[config.mk]
export PLATFORM = sky130hd
export DESIGN_NAME = bcd_disp_scan
export DESIGN_NICKNAME = d
export VERILOG_FILES = /design/src/rtl/bcd_disp_scan.sv
export SDC_FILE = /design/constraint.sdc
export NUM_CORES = 1
export LEC_CHECK = 0
export BUFFER_PORTS_ARGS = -buffer_cell sky130_fd_sc_hd__clkbuf_2
export CAP_MARGIN = 20
export CORE_MARGIN = 4
export CORE_UTILIZATION = 40
export CTS_CLUSTER_SIZE = 8
export DETAILED_ROUTE_END_ITERATION = 8
export HOLD_SLACK_MARGIN = 0.02
export PLACE_DENSITY = 0.62
export SETUP_SLACK_MARGIN = 0.4
export SYNTH_ARGS = -nofsm -noshare
export SYNTH_HDL_FRONTEND = slang
export SYNTH_SLANG_ARGS = --single-unit
[constraint.sdc]
create_clock -name clk_1kHz -period 2.6 [get_ports clk_1kHz]
set_clock_uncertainty 0.2 [all_clocks]
set_input_delay 0.26 -clock clk_1kHz [delete_from_list [all_inputs] [get_ports clk_1kHz]]
set_output_delay 0.26 -clock clk_1kHz [all_outputs]
set_load 0.02 [all_outputs]
[src/rtl/bcd_disp_scan.sv]
// ---------------------------------------------------------------------------
// bcd_disp_scan
//
// Multiplexed driver for a six-digit hh.mm.ss seven-segment display. Each
// digit gets one lit cycle (SHOW) followed by one blank cycle (DEAD), giving
// a 12-cycle frame. The time digits are captured once per frame so a digit
// that changes mid-frame never produces a torn display.
//
// Optional feature: define DISP_BLINK_EN to blink the hours/minutes digits
// while the timekeeper's edit flag is high. Without it, edit is ignored.
//
// Parameters
//   BLINK_HALF  clk_1kHz cycles per blink half-period.
//
// Ports
//   clk_1kHz  in   scan clock, rising edge
//   resetn    in   asynchronous, active-low reset
//   mode      in   [1:0] display owner; 2'b00 / 2'b01 are clock modes
//   edit      in   clock-edit flag (used only with DISP_BLINK_EN)
//   h1..s0    in   [3:0] BCD time digits
//   an        out  [7:0] anode enables, active-low, an[0] rightmost
//   seg       out  [6:0] segments {g,f,e,d,c,b,a}, active-low
//   dp        out  decimal point, active-low
// ---------------------------------------------------------------------------
module bcd_disp_scan #(
    parameter int BLINK_HALF = 250
) (
    input  logic       clk_1kHz,
    input  logic       resetn,
    input  logic [1:0] mode,
    input  logic       edit,
    input  logic [3:0] h1,
    input  logic [3:0] h0,
    input  logic [3:0] m1,
    input  logic [3:0] m0,
    input  logic [3:0] s1,
    input  logic [3:0] s0,
    output logic [7:0] an,
    output logic [6:0] seg,
    output logic       dp
);

    typedef enum logic {SHOW = 1'b0, DEAD = 1'b1} phase_e;

    phase_e          phase_q, phase_d;
    logic [2:0]      idx_q, idx_d;
    // Snapshot of digits idx1..idx5; idx0 is always taken live at frame start.
    logic [5:1][3:0] snap_q, snap_d;
    logic [7:0]      an_q, an_d;
    logic [6:0]      seg_q, seg_d;
    logic            dp_q, dp_d;
    logic [3:0]      digit;
    logic            blink_blank;

    function automatic logic [6:0] seg_decode(input logic [3:0] d);
        case (d)
            4'd0:    seg_decode = 7'h40;
            4'd1:    seg_decode = 7'h79;
            4'd2:    seg_decode = 7'h24;
            4'd3:    seg_decode = 7'h30;
            4'd4:    seg_decode = 7'h19;
            4'd5:    seg_decode = 7'h12;
            4'd6:    seg_decode = 7'h02;
            4'd7:    seg_decode = 7'h78;
            4'd8:    seg_decode = 7'h00;
            4'd9:    seg_decode = 7'h10;
            default: seg_decode = 7'h3F;   // non-BCD value shows a dash
        endcase
    endfunction

`ifdef DISP_BLINK_EN
    localparam int BW = (BLINK_HALF > 1) ? $clog2(2 * BLINK_HALF) : 1;

    logic [BW-1:0] blink_q, blink_d;

    always_comb begin
        blink_d = (blink_q == BW'(2 * BLINK_HALF - 1)) ? '0 : blink_q + 1'b1;
    end

    always_ff @(posedge clk_1kHz or negedge resetn) begin
        if (!resetn) begin
            blink_q <= '0;
        end else begin
            blink_q <= blink_d;
        end
    end

    // Blink decision uses the counter value that becomes current with the
    // outputs, so a displayed digit and its counter value always line up.
    always_comb begin
        blink_blank = edit && (blink_d >= BW'(BLINK_HALF)) && (idx_d <= 3'd3);
    end
`else
    logic unused_cfg;
    assign unused_cfg  = edit ^ (BLINK_HALF == 0);
    assign blink_blank = 1'b0;
`endif

    // Next scan state, snapshot and the outputs for the state being entered.
    always_comb begin
        phase_d = (phase_q == SHOW) ? DEAD : SHOW;
        if (phase_q == SHOW) begin
            idx_d = idx_q;
        end else begin
            idx_d = (idx_q == 3'd5) ? 3'd0 : idx_q + 3'd1;
        end

        snap_d = snap_q;
        if (phase_d == SHOW && idx_d == 3'd0) begin
            snap_d = {s0, s1, m0, m1, h0};
        end

        case (idx_d)
            3'd1:    digit = snap_q[1];
            3'd2:    digit = snap_q[2];
            3'd3:    digit = snap_q[3];
            3'd4:    digit = snap_q[4];
            3'd5:    digit = snap_q[5];
            default: digit = h1;
        endcase

        an_d  = 8'hFF;
        seg_d = 7'h7F;
        dp_d  = 1'b1;
        if (phase_d == SHOW && !mode[1]) begin
            dp_d = !(idx_d == 3'd1 || idx_d == 3'd3);
            // Leading-zero blanking of the tens-of-hours digit.
            if (!(idx_d == 3'd0 && h1 == 4'd0) && !blink_blank) begin
                for (int i = 0; i < 6; i++) begin
                    if (idx_d == 3'(5 - i)) begin
                        an_d[i] = 1'b0;
                    end
                end
                seg_d = seg_decode(digit);
            end
        end
    end

    always_ff @(posedge clk_1kHz or negedge resetn) begin
        if (!resetn) begin
            phase_q <= DEAD;
            idx_q   <= 3'd5;
            snap_q  <= '0;
            an_q    <= 8'hFF;
            seg_q   <= 7'h7F;
            dp_q    <= 1'b1;
        end else begin
            phase_q <= phase_d;
            idx_q   <= idx_d;
            snap_q  <= snap_d;
            an_q    <= an_d;
            seg_q   <= seg_d;
            dp_q    <= dp_d;
        end
    end

    assign an  = an_q;
    assign seg = seg_q;
    assign dp  = dp_q;

endmodule

==> out/qor.csv <==
stage;metric;value;unit
status;outcome;finished, final reports clean;
synthesis;synth_cells;160;
floorplanning;die_h;77.9;microns
hold_path;hold_class;in2reg;
timing;slew_headroom;40.3;%
floorplanning;floorplan.initialDensity;41.4;%
timing;rsz0062_at_grt;yes;
global_routing;grt_pass1_wl;7380;microns
routing;first_pass_iters;4;
synthesis;synth_top_area_share;26.9;%
finish;final_cell_area;2810;sq um
global_routing;antenna_found_initial;0;
synthesis;syn_area;1960;sq um
timing;finalCriticalPeriod;2.21;ns
cts;clk_path_buf_depth;2;
cts;htreeDepth;2;
synthesis;ys.flop_type;dfrtp_1;
place;postPlaceCellArea;2220;sq um
place;gp_congestion;0.822;
floorplanning;die-area;6080;sq um
finish;nNetsFinal;274;
worst_setup_path;reg2regPathDepth;7;
place;io_buffer_count;40;
synthesis;postSynthAreaPerCell;12.2;sq um
worst_setup_path;start_kind;flip-flop;
global_routing;grt_max_degree;39;
routing;wl;4700;microns
timing;timing.hold.ws;0.0395;ns
cts;cts_buffers;5;
worst_setup_path;arrival;2.24;ns
worst_setup_path;cp_slowest_cell;dfstp_2;
cts;cts-root-buf;clkbuf_8;
cts;clk_pin_slew_worst_paths;0.07;ns
finish;final_cells;310;
cts;cts_tree;yes;
cts;clkSinkCount;38;
synthesis;async_flop_share;100;%
timing;fin_crit_sh;85.2;%
worst_setup_path;crit_path_cell_trace;or2_4 > o32ai_2 > o32ai_2 > buf_4 > ha_4 > a21oi_2 > nand3b_1;
routing;drc;0;
synthesis;synth_edf_count;0;
power_and_ir_drop;p_per_area;408;nW/um^2
finish;area_delta_synth_final;43.8;%
synthesis;synth_largest_area_cell;dfrtp_1;
global_routing;grtUsageTotal;15.2;%
timing;hold_violations;0;
timing;setup_viol;0;
synthesis;yosys-top-cells-area;dfrtp_1, dfstp_2, mux2_2;
timing;fmax;452;MHz
finish;drive_above_1_share;58.0;%
power_and_ir_drop;p_leak;1.19;nW
worst_setup_path;crit_required;2.62;ns
place;dp_hpwl;2960;microns
routing;first_iter_violations;109;
routing;num_vias;1621;
finish;post-route-util;59.6;%
power_and_ir_drop;ir_worst_vdd;0.246;mV
finish;fill_cells;371;
global_routing;grt_pass1_vias;1626;
global_routing;globalRouteOverflowTotal;0;
synthesis;yosys_warnings;0;
finish;diodes;0;
worst_setup_path;worstSetupPathType;reg2reg;
floorplanning;io_pins;45;
place;dp_cells;260;
synthesis;synth-seq-cells;38;
timing;finalMaxSlewViolations;0;
timing;tightest_slew;0.895;ns
cts;worst_skew_pair.late_latency;0.29;ns
timing;finalSetupTns;0;ns
hold_path;worstHoldPathCells;2;
routing;vias_per_cell;5.23;
routing;ant_nets;0;
job;drv_cap;0;
floorplanning;die_w;77.9;microns
synthesis;yosysSeqAreaShare;49.7;%
floorplanning;rows;25;
worst_setup_path;cp-end-kind;flip-flop;
routing;wl_per_cell;15.2;microns
floorplanning;core-area;4720;sq um
synthesis;ys_types;42;
worst_setup_path;cp_common_cell;o32ai_2;
worst_setup_path;slowest_delay;0.65;ns
worst_setup_path;path_max_fanout;6;
==> worst paths after layout <==
| kind | start | to | slack [ns] |
|---|---|---|---|
| setup / recovery | idx_q[0] | seg[3] | 0.39 |
| hold / removal | m0[0] | snap_q[8] | 0.04 |
| setup reg to reg | idx_q[0] | seg[3] | 0.39 |
| hold reg to reg | snap_q[11] | snap_q[11] | 0.31 |
| max in group asynchronous | resetn | idx_q[1] | 1.15 |
| min in group asynchronous | resetn | snap_q[17] | 0.43 |
==> kinds of logic (layout without fill, tap and decap cells) <==
| logic type | after synthesis | count (layout) | synth area share [%] |
|---|---|---|---|
| simple gates | 42 | 42 | 12.2 |
| flops | 38 | 38 | 49.7 |
| mux | 30 | 30 | 16.8 |
| compound gates | 29 | 29 | 14.3 |
| buf+inv | 16 | 98 | 4.16 |
| fa+ha+maj | 3 | 3 | 1.92 |
| other cells | 1 | 2 | 0.192 |
| xor+xnor | 1 | 1 | 0.831 |
==> stage by stage <==
step           total power, W  setup WS (ns)
2_1_floorplan        0.000683          0.413
3_3_place_gp         0.000720          0.246
3_5_place_dp         0.000727          0.154
4_1_cts               0.00114          0.398
5_1_grt               0.00120          0.305
6_report              0.00115          0.385
==> layout make-up <==
type	instances	area (sq um)	share of cell area (%)
Clock buffer	8	80.1	2.85
Inverter	5	18.8	0.667
Multi-Input combinational cell	107	1040	36.9
Sequential cell	38	973	34.6
Tap cell	67	83.8	2.98
Timing Repair Buffer	85	618	22.0
==> placed cells by master, fill, tap and decap left out, types with 4 or more instances in the layout <==
cell           synthesis  final
nand3_1                6      6
mux2i_2                0      4
nor3_1                 7      6
nor2_1                 5      5
mux2_2                22     22
clkbuf_8               0      5
clkbuf_2               0     40
buf_6                  0      4
dfstp_2               17     17
o32ai_2                3      6
buf_4                  4     19
dfrtp_1               21     20
mux2i_1                8      4
dlygate4sd3_1          0     21
nor2b_1                5      5
==> where the power goes <==
| part | internal (W) | switching, W |
|---|---|---|
| Combinational | 0.0000799 | 0.0000625 |
| Sequential | 0.000610 | 0.0000133 |
| Clock | 0.000190 | 0.000193 |
| Total | 0.000880 | 0.000269 |
==> critical path: cells and delay by family, from the launching register on <==
family	cells	cell delay, ns
and+or+nand+nor	2	0.33
DFF	1	0.65
AOI/OAI and AO/OA	3	0.58
adders and majority gates	1	0.20
buffers and inverters	1	0.20
==> per-layer routing <==
| metal | share of wire, % | vias to the layer above | global-route usage (%) |
|---|---|---|---|
| li1 | - | 754 | - |
| met1 | 40 | 783 | 17.6 |
| met2 | 50 | 68 | 25.8 |
| met3 | 7.2 | 16 | 3.83 |
| met4 | 3.3 | 0 | 7.87 |
| met5 | 0 | - | 0 |
==> synthesized netlist by cell type, types with 2 or more instances <==
cell type  number
a211oi_1        3
a21oi_1         2
and3_1          3
buf_2           5
buf_4           4
clkbuf_1        2
dfrtp_1        21
dfstp_2        17
ha_1            3
inv_1           3
inv_2           2
mux2_2         22
mux2i_1         8
nand2_1         2
nand3_1         6
nand3b_1        3
nor2_1          5
nor2b_1         5
nor3_1          7
nor3b_1         4
o21ai_0         2
o21ai_1         3
o32ai_1         6
o32ai_2         3
or3_1           2
==> what timing repair did <==
item / in CTS / in global routing
setup endpoints to repair: 7 / 7
pin swaps: 3 / 13
endpoints found under the hold margin: 41 / 0
hold buffers: 21 / 0
resized for setup: 5 / 24
buffers inserted: 14 / 7
==> flip-flops by register name, summed over array words and instances (netlist names) <==
name,flops
an,6
dp,1
idx_q,3
phase_q,1
seg,7
snap_q,20
(Power assumes the default switching activity.)
